==> src/rtl/ppu_oam_scan_if.sv <==
// OAM read-port bundle between the OAM search unit (master) and OAM memory (slave).
// The master issues a read strobe and byte address; the slave returns the data
// one cycle after the strobe.
interface ppu_oam_scan_if;
  logic       oam_rd;
  logic [7:0] oam_addr;
  logic [7:0] oam_data;

  modport master (output oam_rd, output oam_addr, input oam_data);
  modport slave  (input oam_rd, input oam_addr, output oam_data);
endinterface

==> src/rtl/ppu_oam_scan.sv <==
// ppu_oam_scan: PPU mode-2 OAM search.
// Walks every OAM entry at two cycles per entry (Y byte, then X byte). It keeps
// up to MAX_SPRITES sprites that intersect the latched scanline in a small
// register buffer, which has a combinational random-access read port.
// Optional feature macro: PPU_OAM_XSORT_EN keeps the buffer sorted by ascending
// X (stable on ties) using a parallel compare-and-shift insert.
module ppu_oam_scan #(
  parameter int MAX_SPRITES = 10,
  parameter int OAM_ENTRIES = 40,
  parameter int Y_OFFSET    = 16,
  localparam int CW = $clog2(MAX_SPRITES + 1),
  localparam int IW = (MAX_SPRITES > 1) ? $clog2(MAX_SPRITES) : 1
) (
  input  logic                  clk,
  input  logic                  rst,
  input  logic                  start,
  input  logic [7:0]            ly,
  input  logic                  tall,
  ppu_oam_scan_if.master        oam,
  output logic                  busy,
  output logic                  done,
  output logic [CW-1:0]         count,
  input  logic [IW-1:0]         buf_idx,
  output logic [7:0]            buf_x,
  output logic [3:0]            buf_row,
  output logic [5:0]            buf_oam
);

  // rd_cnt counts issued reads; it reaches LAST when the final X byte is on the bus.
  localparam int RW   = $clog2(2 * OAM_ENTRIES + 1);
  localparam int LAST = 2 * OAM_ENTRIES;

  typedef enum logic [1:0] {IDLE, SCAN, DONE} state_t;

  state_t          state_reg, state_next;
  logic [RW-1:0]   rd_cnt_reg;
  logic [7:0]      ly_reg;
  logic            tall_reg;
  logic            hit_reg;
  logic [3:0]      row_reg;
  logic [5:0]      cur_e_reg;
  logic [CW-1:0]   count_reg;

  logic [7:0]      buf_x_reg   [MAX_SPRITES];
  logic [3:0]      buf_row_reg [MAX_SPRITES];
  logic [5:0]      buf_oam_reg [MAX_SPRITES];

  logic            launch;
  logic            y_phase;
  logic            x_phase;
  logic            store_en;
  logic [8:0]      ly_biased;
  logic [8:0]      y_wide;
  logic [8:0]      height;
  logic            hit_calc;
  logic [3:0]      row_calc;

  logic            slot_we     [MAX_SPRITES];
  logic [7:0]      slot_x_next [MAX_SPRITES];
  logic [3:0]      slot_row_next [MAX_SPRITES];
  logic [5:0]      slot_oam_next [MAX_SPRITES];

  assign launch   = (state_reg == IDLE) && start;
  // Data on the bus belongs to read rd_cnt-1: odd rd_cnt carries a Y byte, even non-zero an X byte.
  assign y_phase  = (state_reg == SCAN) && rd_cnt_reg[0];
  assign x_phase  = (state_reg == SCAN) && !rd_cnt_reg[0] && (rd_cnt_reg != '0);
  assign store_en = x_phase && hit_reg && (count_reg < CW'(MAX_SPRITES));

  // Hit test in 9 bits so that neither bias nor height addition can wrap.
  assign ly_biased = {1'b0, ly_reg} + 9'(Y_OFFSET);
  assign y_wide    = {1'b0, oam.oam_data};
  assign height    = tall_reg ? 9'd16 : 9'd8;
  assign hit_calc  = (ly_biased >= y_wide) && (ly_biased < (y_wide + height));
  assign row_calc  = 4'(ly_biased - y_wide);

  // State register.
  always_ff @(posedge clk or negedge rst) begin
    if (!rst) state_reg <= IDLE;
    else      state_reg <= state_next;
  end

  // Next-state logic; start outside IDLE is ignored.
  always_comb begin
    state_next = state_reg;
    case (state_reg)
      IDLE:    if (start) state_next = SCAN;
      SCAN:    if (rd_cnt_reg == RW'(LAST)) state_next = DONE;
      DONE:    state_next = IDLE;
      default: state_next = IDLE;
    endcase
  end

  // Outputs decoded from state and read counter; address is {entry, 0, phase}.
  always_comb begin
    busy         = (state_reg == SCAN);
    done         = (state_reg == DONE);
    oam.oam_rd   = (state_reg == SCAN) && (rd_cnt_reg < RW'(LAST));
    oam.oam_addr = 8'h00;
    if (oam.oam_rd) oam.oam_addr = 8'({rd_cnt_reg[RW-1:1], 1'b0, rd_cnt_reg[0]});
  end

  // Scan control datapath: latch line parameters, step reads, register the Y hit result.
  always_ff @(posedge clk or negedge rst) begin
    if (!rst) begin
      rd_cnt_reg <= '0;
      ly_reg     <= '0;
      tall_reg   <= 1'b0;
      hit_reg    <= 1'b0;
      row_reg    <= '0;
      cur_e_reg  <= '0;
      count_reg  <= '0;
    end else begin
      if (launch) begin
        rd_cnt_reg <= '0;
        ly_reg     <= ly;
        tall_reg   <= tall;
        count_reg  <= '0;
      end else if (state_reg == SCAN) begin
        rd_cnt_reg <= rd_cnt_reg + 1'b1;
      end
      if (y_phase) begin
        hit_reg   <= hit_calc;
        row_reg   <= row_calc;
        cur_e_reg <= 6'(rd_cnt_reg >> 1);
      end
      if (store_en) count_reg <= count_reg + 1'b1;
    end
  end

  // Per-slot write decode.
  generate
    for (genvar gi = 0; gi < MAX_SPRITES; gi++) begin : g_slot
`ifdef PPU_OAM_XSORT_EN
      // Slots holding a strictly larger X move up one place; the new entry lands
      // at the first such slot (or at the tail), so equal X keeps OAM order.
      logic gt;
      logic shift_in;
      assign gt = (CW'(gi) < count_reg) && (buf_x_reg[gi] > oam.oam_data);
      if (gi == 0) begin : g_head
        assign shift_in          = 1'b0;
        assign slot_x_next[gi]   = oam.oam_data;
        assign slot_row_next[gi] = row_reg;
        assign slot_oam_next[gi] = cur_e_reg;
      end else begin : g_body
        assign shift_in          = g_slot[gi-1].gt;
        assign slot_x_next[gi]   = shift_in ? buf_x_reg[gi-1]   : oam.oam_data;
        assign slot_row_next[gi] = shift_in ? buf_row_reg[gi-1] : row_reg;
        assign slot_oam_next[gi] = shift_in ? buf_oam_reg[gi-1] : cur_e_reg;
      end
      assign slot_we[gi] = store_en && (shift_in || gt || (count_reg == CW'(gi)));
`else
      assign slot_we[gi]       = store_en && (count_reg == CW'(gi));
      assign slot_x_next[gi]   = oam.oam_data;
      assign slot_row_next[gi] = row_reg;
      assign slot_oam_next[gi] = cur_e_reg;
`endif
    end
  endgenerate

  // Sprite buffer storage; contents hold until overwritten by a later scan.
  always_ff @(posedge clk or negedge rst) begin
    if (!rst) begin
      for (int i = 0; i < MAX_SPRITES; i++) begin
        buf_x_reg[i]   <= '0;
        buf_row_reg[i] <= '0;
        buf_oam_reg[i] <= '0;
      end
    end else begin
      for (int i = 0; i < MAX_SPRITES; i++) begin
        if (slot_we[i]) begin
          buf_x_reg[i]   <= slot_x_next[i];
          buf_row_reg[i] <= slot_row_next[i];
          buf_oam_reg[i] <= slot_oam_next[i];
        end
      end
    end
  end

  // Combinational buffer read; indices past the buffer read as zero.
  always_comb begin
    buf_x   = 8'h00;
    buf_row = 4'h0;
    buf_oam = 6'h00;
    if (int'(buf_idx) < MAX_SPRITES) begin
      buf_x   = buf_x_reg[buf_idx];
      buf_row = buf_row_reg[buf_idx];
      buf_oam = buf_oam_reg[buf_idx];
    end
  end

  assign count = count_reg;

endmodule

==> src/flat_wrapper.sv <==
// flat-port wrapper written by rule: the top's interface ports become plain ports
module ppu_oam_scan_flat 
#(
  parameter int MAX_SPRITES = 10,
  parameter int OAM_ENTRIES = 40,
  parameter int Y_OFFSET    = 16,
  localparam int CW = $clog2(MAX_SPRITES + 1),
  localparam int IW = (MAX_SPRITES > 1) ? $clog2(MAX_SPRITES) : 1
)
  (clk, rst, start, ly, tall, busy, done, count, buf_idx, buf_x, buf_row, buf_oam, oam_oam_rd, oam_oam_addr, oam_oam_data);
  ppu_oam_scan_if oam_i ();
  input  logic clk;
  input  logic rst;
  input  logic start;
  input  logic [7:0] ly;
  input  logic tall;
  output logic busy;
  output logic done;
  output logic [CW-1:0] count;
  input  logic [IW-1:0] buf_idx;
  output logic [7:0] buf_x;
  output logic [3:0] buf_row;
  output logic [5:0] buf_oam;
  output wire logic [$bits(oam_i.oam_rd)-1:0] oam_oam_rd;
  output wire logic [$bits(oam_i.oam_addr)-1:0] oam_oam_addr;
  input wire logic [$bits(oam_i.oam_data)-1:0] oam_oam_data;
  assign oam_oam_rd = oam_i.oam_rd;
  assign oam_oam_addr = oam_i.oam_addr;
  assign oam_i.oam_data = oam_oam_data;
  ppu_oam_scan #(.MAX_SPRITES(MAX_SPRITES), .OAM_ENTRIES(OAM_ENTRIES), .Y_OFFSET(Y_OFFSET)) u_core (.clk(clk), .rst(rst), .start(start), .ly(ly), .tall(tall), .oam(oam_i), .busy(busy), .done(done), .count(count), .buf_idx(buf_idx), .buf_x(buf_x), .buf_row(buf_row), .buf_oam(buf_oam));
endmodule
==> config.mk <==
export PLATFORM = sky130hd
export DESIGN_NAME = ppu_oam_scan_flat
export DESIGN_NICKNAME = d
export VERILOG_FILES = /design/src/rtl/ppu_oam_scan_if.sv /design/src/rtl/ppu_oam_scan.sv /design/src/flat_wrapper.sv
export SDC_FILE = /design/constraint.sdc
export NUM_CORES = 1
export LEC_CHECK = 0
export ABC_CLOCK_PERIOD_IN_PS = 4150
export CAP_MARGIN = 20
export CELL_PAD_IN_SITES_DETAIL_PLACEMENT = 1
export CELL_PAD_IN_SITES_GLOBAL_PLACEMENT = 2
export CORE_MARGIN = 2
export CORE_UTILIZATION = 39
export CTS_BUF_LIST = sky130_fd_sc_hd__clkbuf_8
export DETAILED_ROUTE_END_ITERATION = 16
export GPL_TIMING_DRIVEN = 0
export MAX_ROUTING_LAYER = met4
export PLACE_DENSITY_LB_ADDON = 0.1
export SKIP_LAST_GASP = 1
export SLEW_MARGIN = 20
export SYNTH_ARGS = -nofsm -noshare
export SYNTH_HDL_FRONTEND = slang
export SYNTH_SLANG_ARGS = --single-unit
export TNS_END_PERCENT = 5
==> constraint.sdc <==
create_clock -name clk -period 4.15 [get_ports clk]
set_clock_uncertainty 0.05 [all_clocks]
set_input_delay 0.83 -clock clk [delete_from_list [all_inputs] [get_ports clk]]
set_output_delay 0.83 -clock clk [all_outputs]
set_load 0.1 [all_outputs]
# Yosys cells after proc, flatten, opt, wreduce, memory -nomap -nowiden
# Cells that the tools add are included.
[totals] register_bits=213 wordCells=110 in_bits=24 out_inout_bits=33
[op_classes] n_eq_ne=14 addsub=5 magnitude_cmp=6 n_reduce_logical=25 mux=21 bitwise_logic=1
[ops] cell="$bmux 8 s4" n=1
[ops] cell="$mux 8" n=4
[ops] cell="$bmux 6 s4" n=1
[ops] cell="$mux 4" n=5
[ops] cell="$logic_and 1x1->1" n=18
[ops] cell="$mux 6" n=3
[ops] cell="$bmux 4 s4" n=1
[ops] cell="$eq 4x3->1 const B" n=4
[ops] cell="$mux 7" n=2
[ops] cell="$add 8x5->9" n=1
[ops] cell="$add 8x5->9 const B" n=1
[ops] cell="$ge 9x8->1" n=1
[ops] cell="$lt 9x9->1" n=1
[ops] cell="$eq 4x2->1 const B" n=2
[ops] cell="$eq 4x4->1 const B" n=2
[ops] cell="$lt 4x4->1 const B" n=2
[ops] cell="$add 7x1->7 const B" n=1
[ops] cell="$eq 7x7->1 const B" n=1
[ops] cell="$lt 7x7->1 const B" n=1
[ops] cell="$reduce_bool 7->1" n=1
[ops] cell="$ge 5x5->1 const B" n=1
[ops] cell="$mux 5" n=1
[ops] cell="$not 4->5" n=1
[ops] cell="$add 4x1->4 const B" n=1
[ops] cell="13 further kinds" n=15

# Longest topological paths before layout
[depth] word_depth=6 ltp_mapped=11 ltp_nobuf=11

# Least setup slack after synthesis
# Ideal clock, no wire load.
[synth_path] path_type="input-to-output" startpoint="in buf_idx[0]" endpoint="out buf_x[3]" cell_stages=7 path_buffers=3 required_time_ps=3270 t_arrival_ps=4149 path_slack_ps=-879 cell_sequence="clkbuf_1 buf_2 buf_2 mux2i_1 nor2_1 a21oi_1 o21ai_0"
[synth_between] elab_chain_cells=5 elab_cells_between_ends=6 classes_between="order compare (1); mux (4); bitwise (1)"
[synth_rtl] item="start, declared" line="flat_wrapper.sv:20" source="input logic [IW-1:0] buf_idx;"
[synth_rtl] item="$not 4->5 (implied by the code)" line="ppu_oam_scan.sv:185" source="buf_x = buf_x_reg[buf_idx];"
[synth_rtl] item="$bmux 8 s4" line="ppu_oam_scan.sv:185"
[synth_rtl] item="$mux 8 (implied by the code) (2 in a row)" line="ppu_oam_scan.sv:185"
[synth_rtl] item="$mux 8 (*)" line="ppu_oam_scan.sv:184" source="if (int'(buf_idx) < MAX_SPRITES) begin"
[synth_rtl] item="end, declared" line="flat_wrapper.sv:21" source="output logic [7:0] buf_x;"
# Mark *: on every way between the ends. The rest lies on a longest branch, timed or not. The select of a mux whose other input is x is not followed.

# Final worst setup path
[layout_path] startpoint="in buf_idx[1]" endpoint="out buf_oam[5]"
[layout_between] elab_chain_cells=5 elab_cells_between_ends=6 classes_between="order compare (1); mux (4); bitwise (1)"
[layout_rtl] item="$not 4->5 (implied by the code)" line="ppu_oam_scan.sv:187" source="buf_oam = buf_oam_reg[buf_idx];"
[layout_rtl] item="$bmux 6 s4" line="ppu_oam_scan.sv:187"
[layout_rtl] item="$mux 6 (implied by the code) (2 in a row)" line="ppu_oam_scan.sv:187"
[layout_rtl] item="$mux 6 (*)" line="ppu_oam_scan.sv:184"
[layout_rtl] item="end, declared" line="flat_wrapper.sv:23" source="output logic [5:0] buf_oam;"
# Marked as above.

==> out/metrics.csv <==
stage,metric,value,unit
sta,crit path time final,4.35,ns
synthesis,Mapped Nets,870,
setup_path,Worst EP required,3.27,ns
synthesis,mux share of post-synthesis cell area,24.6,%
status,failing checks,negative setup slack,
power_and_ir_drop,Pwr per Cell Area,360,nW/µm²
setup_path,RR Endpoint,u_core.buf_row_reg[10]$_DFFE_PN0P_,
cts,clock sink count,213,
layout,fin nets,965,
setup_path,Worst Setup SP,buf_idx[1],
sta,Rel. slew slack,34.0,%
setup_path,CP Depth,6,
die,die footprint,27100,µm²
cts,later-pin clock latency in the skew report,0.52,ns
placed_design,Place WS,-0.727,ns
setup_path,Crit path max-delay family,buffers and inverters,
die,Die Y,165,µm
routing,Total Routed Length,26600,µm
setup_path,CP max-delay cell,clkdlybuf4s15_1,
setup_path,FF-to-FF path depth,8,
synthesis,number of synthesized flops with an enable pin,0,
sta,max-slew violation count,0,
layout,"leading cell types in the layout, fill and taps excluded","213 x dfrtp_1, 132 x mux2_2, 85 x o21ai_0",
synthesis,register area share after synthesis,53.0,%
setup_path,worst path cell trace,clkbuf_1 -> clkbuf_1 -> mux4_2 -> nand3_1 -> o21ai_0 -> clkdlybuf4s15_1,
setup_path,RR Startpoint,u_core.rd_cnt_reg[0]$_DFFE_PN0P_,
die,io pins,57,
synthesis,Synth Area in Adders,3.26,%
setup_path,Worst Path Arrival,3.47,ns
layout,"Core Util, Final",46.6,%
synthesis,Mean Syn Cell Area,12.3,µm²
die,initial core utilization,39.8,%
synthesis,Yosys reg bits,213,
setup_path,worst setup path class,input pin to primary output,
synthesis,Yosys cell types,41,
sta,Least-Margin Pin Slew,0.986,ns
global_routing,vias in the first global route,7700,
die,core area,25300,µm²
global_routing,largest net degree at the start of global routing,103,
synthesis,async set-reset flop share out of synthesis,100,%
routing,WL/cell,21.1,µm
cts,H-tree depth,2,
setup_path,Startpoint Class,input pin,
global_routing,Global Route Usage Sum,21.6,%
cts,Clock transition at path regs,0.06,ns
routing,Via density,5.40,
layout,Area Growth Syn to Fin,17.1,%
setup_path,Setup crit end kind,primary output,
layout,"most common cell after layout, fill and taps aside",dfrtp_1,
cts,maximum root-to-sink buffer count,3,
placed_design,port bufs,52,
synthesis,Synth warnings,0,
routing,post-route ant nets,0,
setup_path,max incr delay on CP,0.85,ns
layout,Ant. Diodes,0,
synthesis,cell area after synthesis,10100,µm²
status,status,finished with violations,
routing,initial DRC count,316,
synthesis,post-synthesis compound-gate area fraction,6.91,%
setup_path,worst reg2reg setup slack,0.84,ns
job,max-capacitance violation count,0,
die,Row Count,58,
synthesis,dominant synthesized flop cell,dfrtp_1,
synthesis,XOR/XNOR Fraction of Synth Area,0.696,%
placed_design,GP Congestion,0.795,
power_and_ir_drop,Worst VDD drop,0.171,mV
sta,count of final hold-check violations,0,
cts,CTS root buffer,clkbuf_8,
cts,CTS tree,built,
synthesis,fraction of the mapped netlist area in simple logic gates,8.17,%
sta,Tcrit/Tclk final,105,%
power_and_ir_drop,P_leak,5.56,nW
setup_path,"most used cell, CP",clkbuf_1,
layout,max reg flops,80,
placed_design,Area after DPL,11100,µm²
die,DIE WIDTH,165,µm
setup_path,worst-path maximum fanout,10,
setup_path,Worst Path Buf+Inv,3,
sta,RSZ-0062 raised after global routing,yes,
sta,"Setup violations, final",14,
layout,cell area after layout,11800,µm²
global_routing,initial antenna violation count,0,
sta,Fmax,230,MHz
cts,TritonCTS buffer count,39,
synthesis,largest family of logic cells by synthesized area,multiplexers,
sta,setup slack after layout,-0.201,ns
layout,layout cells sized above 1,28.1,%
cts,Hold Buf Count CTS,0,
global_routing,first-pass GRT wire length,43200,µm
routing,TritonRoute pass-1 iters,4,
global_routing,gr ovfl total,0,
hold_path,Worst Hold Class,input pin to asynchronous set/reset pin,
placed_design,dpl hpwl,19400,µm
routing,vias after detailed routing,6828,
setup_path,Critical Path End,buf_oam[5],
routing,DRC viols,0,
synthesis,Synth Instances,821,
## worst min path at each step
stage	slack (ns)	cells past startpoint	end
2_1_floorplan	0.39	2	u_core.buf_x_reg[25]$_DFFE_PN0P_
3_3_place_gp	0.41	2	u_core.buf_x_reg[29]$_DFFE_PN0P_
3_5_place_dp	0.42	2	u_core.buf_x_reg[34]$_DFFE_PN0P_
4_1_cts	0.19	1	u_core.buf_row_reg[20]$_DFFE_PN0P_
5_1_grt	0.19	1	u_core.buf_row_reg[16]$_DFFE_PN0P_
6_report	0.19	1	u_core.buf_x_reg[40]$_DFFE_PN0P_
## timing repair
action	in CTS	in global routing
endpoints found under the setup margin	19	19
setup buffers	0	0
resized for setup	59	1
## Yosys cell counts, types with 2 or more instances
cell type	count	share of area [%]
ha_1	23	2.9
nand2b_1	3	0.19
nand3_2	5	0.50
nor2_1	28	1.0
clkinv_1	7	0.26
clkbuf_1	41	1.5
o21ai_0	96	4.8
nand4b_1	2	0.17
nand2_1	82	3.1
nand4_1	5	0.31
nor3_1	3	0.15
a21oi_1	20	0.99
a211oi_1	2	0.15
a21o_1	3	0.22
mux2i_1	18	1.8
fa_1	2	0.40
nor2b_1	3	0.19
nand3_1	36	1.8
xnor2_1	5	0.44
mux2_2	132	15
and2_1	5	0.31
xor2_1	3	0.26
inv_1	14	0.52
mux4_2	36	8.1
dfrtp_1	213	53
buf_2	18	0.90
and3_1	2	0.12
## worst register-to-register path: stages, from the launching register on
cell and delay (ns):
dfrtp_1 0.34, clkbuf_1 0.31, inv_1 0.09, ha_1 0.21
nor4b_1 0.18, a2111oi_4 0.59, nand4b_1 0.64, buf_2 0.45
mux2_2 0.32
## power by group
group | internal [mW] | switching, mW | total, mW
combinational | 0.0855 | 0.211 | 0.297
sequential | 2.09 | 0.00390 | 2.09
clock | 1.02 | 0.827 | 1.85
total | 3.19 | 1.04 | 4.24
## through the flow
step                       TNS, ns  power, mW  hold slack, ns  instances
after floorplan              -5.45       2.29           0.395        821
after global placement    -1398.81       2.42           0.405       1203
after detailed placement    -11.73       2.43           0.419       1205
after CTS                    -2.51       4.30           0.186       1264
after global routing         -4.49       4.42           0.194       1264
final                        -1.52       4.24           0.185       1264
## kinds of logic after synthesis
| group | count (synthesis) |
|---|---|
| adder cells (fa/ha/maj) | 25 |
| AND/OR/NAND/NOR | 178 |
| XOR/XNOR | 8 |
| flip-flops | 213 |
| multiplexers | 186 |
| AO/OA/AOI/OAI | 128 |
| other | 1 |
| buffers and inverters | 82 |
## metal layers
metal  up-vias  GRT usage, %  part of all wire [%]
met4         0          6.44                   2.5
met5         -             -                     0
met1      3544          27.6                    45
li1       3108             -                     -
met2       128          36.1                    49
met3        48          3.04                   3.6
## area by class of cell
| class | count | area (µm²) |
|---|---|---|
| repair buffers | 54 | 604 |
| flip-flops and latches | 213 | 5330 |
| multi-input cells | 526 | 4400 |
| plain buffers | 61 | 255 |
| fillers | 2697 | 13500 |
| well taps | 330 | 413 |
| inverters | 21 | 78.8 |
| clock buffers | 48 | 661 |
| clock inverters | 11 | 41.3 |
No activity file was read; power rests on OpenSTA's default activity.
